[src/rtl/eq_pkg.sv]
`default_nettype none
// ============================================================================
// Module   : eq_pkg
// Purpose  : Shared widths, filter dimensions and the I2S receiver state
//            encoding for the audio front end and the downstream filter.
// Contents : SAMPLE_W, COEF_W, RESULT_W, ORDER, rx_state_t
// Revision : 1.0 - initial release
// ============================================================================
package eq_pkg;

  localparam int SAMPLE_W = 24;
  localparam int COEF_W   = 16;
  localparam int RESULT_W = 44;
  localparam int ORDER    = 12;

  // Receiver sequencing: wait for our slot, drop the I2S delay bit,
  // shift the word, then coast through slot padding.
  typedef enum logic [1:0] {
    RX_IDLE    = 2'd0,
    RX_DELAY   = 2'd1,
    RX_SHIFT   = 2'd2,
    RX_WAIT_LR = 2'd3
  } rx_state_t;

endpackage : eq_pkg
`default_nettype wire

[src/rtl/sync_2ff.sv]
`default_nettype none
// ============================================================================
// Module   : sync_2ff
// Purpose  : Two-flop synchronizer bringing one asynchronous bit into the
//            clk domain. Both flops reset to 0.
// Ports    : clk   - destination clock
//            rst_n - asynchronous active-low reset
//            d     - asynchronous input bit
//            q     - synchronized output (2 clk cycles of latency)
// Revision : 1.0 - initial release
// ============================================================================
module sync_2ff (
  input  logic clk,
  input  logic rst_n,
  input  logic d,
  output logic q
);

  logic r_meta;
  logic r_sync;

  always_ff @(posedge clk or negedge rst_n) begin
    if (!rst_n) begin
      r_meta <= 1'b0;
      r_sync <= 1'b0;
    end else begin
      r_meta <= d;
      r_sync <= r_meta;
    end
  end

  assign q = r_sync;

endmodule : sync_2ff
`default_nettype wire

[src/rtl/i2s_sample_rx.sv]
`default_nettype none
// ============================================================================
// Module   : i2s_sample_rx
// Purpose  : Captures one channel of an I2S stream (MSB first, one-bit
//            delay after the word-select edge) and hands each complete word
//            to the downstream filter as a sample plus a one-cycle start.
// Ports    : i_clk          - system clock (>= 4x bit clock)
//            i_rst_n        - asynchronous active-low reset
//            i_bclk         - I2S bit clock (asynchronous)
//            i_lrclk        - I2S word select (asynchronous)
//            i_sdata        - I2S serial data (asynchronous)
//            i_filter_ready - filter can accept a new start
//            i_clear        - clears the sticky status flags
//            o_sample       - last accepted word
//            o_start        - one-cycle pulse when o_sample is loaded
//            o_overrun      - sticky: word dropped, filter busy
//            o_frame_err    - sticky: slot ended before a full word
// Revision : 1.0 - initial release
// ============================================================================
module i2s_sample_rx #(
  parameter int SAMPLE_W = eq_pkg::SAMPLE_W,
  parameter int CHANNEL  = 0
) (
  input  logic                i_clk,
  input  logic                i_rst_n,
  input  logic                i_bclk,
  input  logic                i_lrclk,
  input  logic                i_sdata,
  input  logic                i_filter_ready,
  input  logic                i_clear,
  output logic [SAMPLE_W-1:0] o_sample,
  output logic                o_start,
  output logic                o_overrun,
  output logic                o_frame_err
);

  import eq_pkg::*;

  localparam int                c_cnt_w    = (SAMPLE_W > 1) ? $clog2(SAMPLE_W) : 1;
  localparam logic [c_cnt_w-1:0] c_last    = c_cnt_w'(SAMPLE_W - 1);
  localparam logic               c_chan_lvl = (CHANNEL != 0);

  // --------------------------------------------------------------------------
  // Synchronizers plus one history stage each, so bclk, lrclk and sdata all
  // arrive with the same latency and edges can be found by comparison.
  // --------------------------------------------------------------------------
  logic w_bclk_s;
  logic w_lrclk_s;
  logic w_sdata_s;

  sync_2ff u_sync_bclk  (.clk(i_clk), .rst_n(i_rst_n), .d(i_bclk),  .q(w_bclk_s));
  sync_2ff u_sync_lrclk (.clk(i_clk), .rst_n(i_rst_n), .d(i_lrclk), .q(w_lrclk_s));
  sync_2ff u_sync_sdata (.clk(i_clk), .rst_n(i_rst_n), .d(i_sdata), .q(w_sdata_s));

  logic       r_bclk_h;
  logic       r_lrclk_h;
  logic       r_sdata_h;
  logic [1:0] r_fill;

  always_ff @(posedge i_clk or negedge i_rst_n) begin
    if (!i_rst_n) begin
      r_bclk_h  <= 1'b0;
      r_lrclk_h <= 1'b0;
      r_sdata_h <= 1'b0;
      r_fill    <= 2'd0;
    end else begin
      r_bclk_h  <= w_bclk_s;
      r_lrclk_h <= w_lrclk_s;
      r_sdata_h <= w_sdata_s;
      if (r_fill != 2'd3) begin
        r_fill <= r_fill + 2'd1;
      end
    end
  end

  // The first three cycles after reset only see the pipeline filling with
  // the current lrclk level; an apparent edge there is not a real frame
  // boundary, so word-select edges are masked until the pipe is primed.
  logic w_armed;
  logic w_lr_edge;
  logic w_bclk_rise;
  logic w_sel;

  assign w_armed     = (r_fill == 2'd3);
  assign w_lr_edge   = w_armed & (w_lrclk_s ^ r_lrclk_h);
  assign w_bclk_rise = w_bclk_s & ~r_bclk_h;
  assign w_sel       = (w_lrclk_s == c_chan_lvl);

  // --------------------------------------------------------------------------
  // Capture FSM with registered outputs.
  // Data is taken from the history stage: at a detected rise it holds the
  // value from the preceding cycle, still inside the stable low half of
  // bclk given the 4x clock ratio.
  // --------------------------------------------------------------------------
  rx_state_t           r_state;
  logic [c_cnt_w-1:0]  r_cnt;
  logic [SAMPLE_W-1:0] r_shift;
  logic [SAMPLE_W-1:0] r_sample;
  logic                r_start;
  logic                r_overrun;
  logic                r_frame_err;
  logic [SAMPLE_W-1:0] w_word;

  assign w_word = {r_shift[SAMPLE_W-2:0], r_sdata_h};

  always_ff @(posedge i_clk or negedge i_rst_n) begin
    if (!i_rst_n) begin
      r_state     <= RX_IDLE;
      r_cnt       <= '0;
      r_shift     <= '0;
      r_sample    <= '0;
      r_start     <= 1'b0;
      r_overrun   <= 1'b0;
      r_frame_err <= 1'b0;
    end else begin
      r_start <= 1'b0;

      // Clear first so a coincident set event below takes precedence.
      if (i_clear) begin
        r_overrun   <= 1'b0;
        r_frame_err <= 1'b0;
      end

      case (r_state)
        RX_IDLE: begin
          if (w_lr_edge && w_sel) begin
            r_state <= RX_DELAY;
          end
        end

        RX_DELAY: begin
          if (w_lr_edge) begin
            // Slot cut short: flag it and treat the edge as IDLE would.
            r_frame_err <= 1'b1;
            r_cnt       <= '0;
            r_state     <= w_sel ? RX_DELAY : RX_IDLE;
          end else if (w_bclk_rise) begin
            r_cnt   <= '0;
            r_state <= RX_SHIFT;
          end
        end

        RX_SHIFT: begin
          if (w_lr_edge) begin
            r_frame_err <= 1'b1;
            r_cnt       <= '0;
            r_state     <= w_sel ? RX_DELAY : RX_IDLE;
          end else if (w_bclk_rise) begin
            r_shift <= w_word;
            if (r_cnt == c_last) begin
              r_cnt   <= '0;
              r_state <= RX_WAIT_LR;
              if (i_filter_ready) begin
                r_sample <= w_word;
                r_start  <= 1'b1;
              end else begin
                r_overrun <= 1'b1;
              end
            end else begin
              r_cnt <= r_cnt + 1'b1;
            end
          end
        end

        RX_WAIT_LR: begin
          if (w_lr_edge) begin
            r_state <= RX_IDLE;
          end
        end

        default: begin
          r_state <= RX_IDLE;
        end
      endcase
    end
  end

  assign o_sample    = r_sample;
  assign o_start     = r_start;
  assign o_overrun   = r_overrun;
  assign o_frame_err = r_frame_err;

endmodule : i2s_sample_rx
`default_nettype wire

[config.mk]
export PLATFORM = sky130hd
export DESIGN_NAME = i2s_sample_rx
export DESIGN_NICKNAME = d
export VERILOG_FILES = /design/src/rtl/eq_pkg.sv /design/src/rtl/sync_2ff.sv /design/src/rtl/i2s_sample_rx.sv
export SDC_FILE = /design/constraint.sdc
export NUM_CORES = 1
export LEC_CHECK = 0
export CORE_AREA = 2 2 75 77
export DETAILED_ROUTE_END_ITERATION = 16
export DIE_AREA = 0 0 77 79
export PLACE_DENSITY = 0.86
export SLEW_MARGIN = 20
export SYNTH_ARGS = -nofsm -noshare
export SYNTH_HDL_FRONTEND = slang
export SYNTH_HIERARCHICAL = 1
export SYNTH_SLANG_ARGS = --single-unit
[constraint.sdc]
create_clock -name i_clk -period 2.5 [get_ports i_clk]
set_clock_uncertainty 0.1 [all_clocks]
set_input_delay 0.75 -clock i_clk [delete_from_list [all_inputs] [get_ports i_clk]]
set_output_delay 0.75 -clock i_clk [all_outputs]
set_load 0.01 [all_outputs]
==> reports/metrics.yaml, run 1 <==
layout:
  layout_common_cells: "dfrtp_1, clkdlybuf4s50_1, mux2_2, mux2_1, clkbuf_8"
  diodes: 0
  final_layout_size_suffix_gt1_frac: 0.2149
  n_fill_cell: 441
  final_common_cell: "dfrtp_1"
  multi_input_area_um2: 970.9
  area_growth_pct: 23.79
  register_area_um2: 1702
  finalNetCount: 237
drt:
  viasPerCell: 5.410
  final_antenna_net_count: 0
  drtPass1Iterations: 4
  initialDrtViolationCount: 84
  drc: 0
  vias: 1623
  wl_um: 4532
  post_drt_wl_per_cell_um: 15.11
clock_tree:
  root_buffer: "clkbuf_8"
  cts_max_level: 3
  hold_buffers: 0
  cts_sinks: 68
  clk_latency_ns: 0.34
  cts_made_buffers: 9
  cts.path.max_buffers: 2
  clk_pin_slew_worst_paths_ns: 0.07
  post_cts_resized: 0
  cts_tree: "yes"
  postCtsSetupBuffers: 0
timing:
  setup_tns_ns: 0
  setup_viol: 0
  timing.fmax_mhz: 456.7
  min_period_ns: 2.189
  drv_slew: 0
  relSlewSlack: 0.5863
  fin_crit_sh: 0.8758
  setup_slack_ns: 0.3106
  worst_pin_slew_ns: 0.6154
  rsz0062_at_grt: "no"
  hold_violations: 0
hold_path:
  min_path_type: "input pin to async pin"
worst_setup_path:
  worstPathArrival_ns: 2.31
  rr_worst_depth: 7
  critPathSlowestCell: "dfrtp_1"
  crit_top_cell: "inv_1"
  path_buf_inv: 3
  worstPathCellList: "inv_1 -> ha_1 -> inv_1 -> a211oi_4 -> and3_1 -> buf_12 -> mux2_1"
  path_class: "flop to flop"
  crit_cells: 7
  cpLargestDelayFamily: "buffers and inverters"
  start_kind: "flop"
  cp.required_ns: 2.62
  cp_max_fo: 25
  endpoint_kind: "flop"
  max_stage_delay_ns: 0.40
place:
  portBuffers: 33
  pre_cts_slack_ns: 0.2932
  dp_hpwl_um: 2899
  place_congestion: 0.8234
global_route:
  grt_usage: 0.1665
  overflow: 0
  antenna_found_initial: 0
  grt_pass1_wl_um: 7659
  grt_max_degree: 59
  grt_pass1_vias: 1613
power:
  peakVddDrop_uv: 448.2
  leakagePower_nw: 1.648
  power_density_nw_per_um2: 733.9
floorplanning:
  ioPinCount: 34
  rows: 27
  dieArea_um2: 6083
  die_h_um: 79
  start_util: 0.5124
  die_w_um: 77
  coreArea_um2: 5338
synth:
  synth-adder-area-share: 0.03202
  synth_edf_count: 0
  yosysTopAreaCellShare: 0.6221
  yosys_register_bits: 68
  synthCells: 182
  synth_top_family_by_area: "multiplexers"
  synthSimpleGateAreaFrac: 0.05535
  syn_avg_cell_area_um2: 15.03
  yosysTopAreaCell: "dfrtp_1"
  muxShareOfSynthArea: 0.2086
  synth_area_leaders: "dfrtp_1, mux2_2, mux2_1"
  yosys_warnings: 6
  synth_compound_area_frac: 0.04986
  yosysSeqAreaShare: 0.6221
  synth_cell_types: 38
  ys.flop_type: "dfrtp_1"
  syn-num-nets: 196
  synth-xor-area-share: 0.009149
  async_flop_share: 1.000
  synth_area_um2: 2735
outcome:
  status: "complete, no violations"
job:
  max_cap_viol_count: 0
## cells by family after synthesis
family	count (synthesis)
buffers and inverters	11
muxes	51
AOI/OAI and AO/OA	16
DFF	68
xor gates and xnor gates	2
and+or+nand+nor	27
adders and majority gates	7
## layer usage
layer	up-vias	track usage	routed length, um	part of all wire
li1	738	-	-	-
met1	831	0.2068	1933	0.43
met2	40	0.2588	2267	0.50
met3	14	0.03864	172	0.038
met4	0	0.1196	158	0.035
met5	-	0	0	0
## metrics by stage
stage                     instance area (um2)  utilization  std cells  hold slack, ns  total power [mW]
final                                    3386       0.6343        300          0.1808             2.485
after detailed placement                 3154       0.5910        284          0.2356             1.456
after global placement                   3154       0.5910        284          0.2312             1.442
after CTS                                3386       0.6343        300          0.1749             2.512
after global routing                     3386       0.6343        300          0.1810             2.595
after floorplan                          2735            -        182          0.2312             1.353
## Yosys cell counts, drive strengths merged, types with 2 or more instances
library cell and n:
mux2 48, a211o 3, buf 5, nand3 2, nor3 2, a31oi 2, a22o 2, ha 7
mux2i 3, dfrtp 68, and3 2, nand3b 2, nand2 8, inv 5, nor2 3
## worst register-to-register path: cells and delay by family (launching register included)
kind,cells,cell delay [ns]
flip-flops,1,0.40
AND/OR/NAND/NOR,1,0.23
multiplexers,1,0.35
buffers and inverters,3,0.49
AO/OA/AOI/OAI,1,0.19
adder cells (fa/ha/maj),1,0.31
## final timing paths
| path | startpoint | to | slack (ns) |
|---|---|---|---|
| setup / recovery | r_state[0] | o_sample[14] | 0.31 |
| hold / removal | i_rst_n | o_overrun | 0.18 |
| setup reg to reg | r_state[0] | o_sample[14] | 0.31 |
| hold reg to reg | u_sync_lrclk/r_meta | u_sync_lrclk/q | 0.25 |
| max in group asynchronous | i_rst_n | o_sample[15] | 1.54 |
| min in group i_clk | u_sync_lrclk/r_meta | u_sync_lrclk/q | 0.25 |
## cell type report
type                       count  area share
sequential                    68      0.5026
multi-input combinational    103      0.2868
timing repair buffer          36      0.1101
clock buffer                  11     0.03880
clock inverter                 5     0.02956
tap                           72     0.02661
inverter                       5    0.005543
## sequential cells by signal, indices dropped and copies added (netlist names), 2 cells and up
register  flops
o_sample     24
r_shift      23
r_cnt         5
r_fill        2
r_state       2
## report_power, final
part	internal, mW	switching (mW)	leakage, nW
sequential	1.13	0.0252	0.914
combinational	0.119	0.159	0.616
clock	0.660	0.389	0.117
No activity file was read; power rests on OpenSTA's default activity.
==> run 2, diff against run 1 <==
REMOVE_ABC_BUFFERS = 1   (was unset)
==> run 2 against run 1 <==
  * Critical path depth unchanged
  * Non-clock buffer count did not move
  * Sequential share of layout area grew 0.24 points
  * Hold slack improved by 0.068 ns
  * Sequential cell count is the same
  * Fmax is 1.5% lower
==> reports/metrics.yaml, run 2 (same netlist as run 1, synthesis figures left out) <==
timing:
  setup_tns_ns: 0  # unchanged
  relSlewSlack: 0.6198  # +0.03351
  holdWs_ns: 0.2489  # +0.06815 ns
  worst_pin_slew_ns: 0.5655  # -0.04984 ns
  hold_violations: 0  # unchanged
  drv_slew: 0  # unchanged
  setup_viol: 0  # unchanged
  timing.fmax_mhz: 450.1  # -1.5%
  rsz0062_at_grt: "no"
  min_period_ns: 2.222  # +0.03238 ns
  fin_crit_sh: 0.8887  # +0.01295
power:
  p_sw_frac: 0.2351  # +0.004459
  peakVddDrop_uv: 424.4  # -5.3%
  p_int_mw: 1.835  # -4.0%
  seqPwrFrac: 0.483  # +0.017
  total_power_mw: 2.399  # -3.5%
  p_switching_uw: 564.0  # -1.6%
  clockPowerShare: 0.404  # -0.018
  leakagePower_nw: 1.640  # -0.48%
  power_density_nw_per_um2: 711.8  # -3.0%
  p_comb_frac: 0.113  # about the same
drt:
  drtPass1Iterations: 4  # unchanged
  drc: 0  # unchanged
  wl_um: 4427  # -2.3%
  post_drt_wl_per_cell_um: 14.81  # -2.0%
  initialDrtViolationCount: 66  # -21%
  viasPerCell: 5.207  # -3.7%
  vias: 1557  # -4.1%
  final_antenna_net_count: 0  # unchanged
layout:
  final_layout_size_suffix_gt1_frac: 0.2159  # +0.0009468
  final_common_cell: "dfrtp_1"
  largest_register_ff_count: 24  # unchanged
  post-route-util: 0.6313  # -0.003047
  n_fill_cell: 420  # -4.8%
  layout_common_cells: "dfrtp_1, clkdlybuf4s50_1, mux2_2, mux2_1, clkbuf_8"
  final_cell_area_um2: 3369  # -0.48%
  diodes: 0  # unchanged
  area_growth_pct: 23.19
  finalNetCount: 237  # unchanged
worst_setup_path:
  cp-startpoint: "r_state[0]"
  worstPathArrival_ns: 2.34  # +0.03 ns
  cp.required_ns: 2.62  # about the same
  endpoint: "o_sample[0]"
  rrSetupSlack_ns: 0.28  # -0.03 ns
  start_kind: "flop"
  cp_max_fo: 25  # unchanged
  path_class: "flop to flop"
  timing.rr.end: "o_sample[0]"
  endpoint_kind: "flop"
  r2r-start: "r_state[0]"
  rr_worst_depth: 7  # unchanged
global_route:
  grt_usage: 0.1719  # +0.005360
  antenna_found_initial: 0  # unchanged
  grt_pass1_vias: 1626  # +0.81%
  grt_max_degree: 69  # +17%
  grt_pass1_wl_um: 7831  # +2.2%
  overflow: 0  # unchanged
clock_tree:
  cts.path.max_buffers: 2  # unchanged
  hold_buffers: 0  # unchanged
  root_buffer: "clkbuf_8"
  cts_tree: "yes"
  cts_sinks: 68  # unchanged
  post_cts_resized: 0  # unchanged
  clk_latency_ns: 0.34  # about the same
  postCtsSetupBuffers: 0  # unchanged
  cts_made_buffers: 9  # unchanged
  cts_max_level: 3  # unchanged
  clk_pin_slew_worst_paths_ns: 0.06  # about the same
place:
  portBuffers: 33  # unchanged
  dpl-instance-area_um2: 3154  # unchanged
  dp_hpwl_um: 2918  # +0.65%
  place_congestion: 0.7889  # -4.2%
floorplanning:
  die_h_um: 79  # unchanged
  die_w_um: 77  # unchanged
  start_util: 0.5124  # unchanged
  ioPinCount: 34  # unchanged
  dieArea_um2: 6083  # unchanged
  coreArea_um2: 5338  # unchanged
  rows: 27  # unchanged
job:
  max_cap_viol_count: 0  # unchanged
outcome:
  status: "complete, no violations"
hold_path:
  min_path_type: "flop to flop"
## run 2: final cells by class
class	instances	area, um2	area share
sequential	68	1702	0.5050
multi-input combinational	103	970.9	0.2882
timing repair buffer	36	372.9	0.1107
clock buffer	11	141.4	0.04196
tap	72	90.09	0.02674
clock inverter	4	73.82	0.02191
inverter	5	18.77	0.005570
## run 2: worst min path at each step
stage	slack [ns]	start	endpoint	cells after the start
after global placement	0.23	u_sync_lrclk/r_meta	u_sync_lrclk/q	0
after global routing	0.26	u_sync_lrclk/r_meta	u_sync_lrclk/q	0
after detailed placement	0.23	u_sync_lrclk/r_meta	u_sync_lrclk/q	0
final	0.25	u_sync_bclk/r_meta	u_sync_bclk/q	0
after CTS	0.25	u_sync_lrclk/r_meta	u_sync_lrclk/q	0
after floorplan	0.23	u_sync_sdata/q	r_sdata_h	0
## run 2: worst max-delay path: stages (launching register included)
cell,delay [ns]
dfrtp_1,0.40
inv_1,0.13
ha_1,0.32
inv_1,0.18
a211oi_4,0.19
and3_1,0.24
buf_12,0.20
mux2_2,0.35
## run 2: per-layer routing
layer	track usage	up-vias	part of all wire
met5	0	-	0
met4	0.1125	0	0.030
met3	0.04318	10	0.034
met2	0.2675	32	0.50
met1	0.2155	787	0.44
li1	-	728	-
## run 2: metrics by stage
step                      instances  setup slack (ns)
after detailed placement        284            0.2605
after CTS                       299            0.2611
final                           299            0.2782
after global placement          284            0.2901
after floorplan                 176           -0.5538
after global routing            299            0.1175
## run 2: power groups by stage
| stage | logic (mW) | clock network (mW) | registers (mW) |
|---|---|---|---|
| after floorplan | 0.176 | 0 | 1.18 |
| after global placement | 0.268 | 0 | 1.18 |
| after detailed placement | 0.274 | 0 | 1.18 |
| after CTS | 0.274 | 0.992 | 1.16 |
| after global routing | 0.304 | 1.05 | 1.16 |
| final | 0.271 | 0.969 | 1.16 |
==> run 3, diff against run 2 <==
SKIP_LAST_GASP = 1   (was unset)
==> results of run 3 <==
The final DEF is identical to that of run 2; final timing and power are the same.
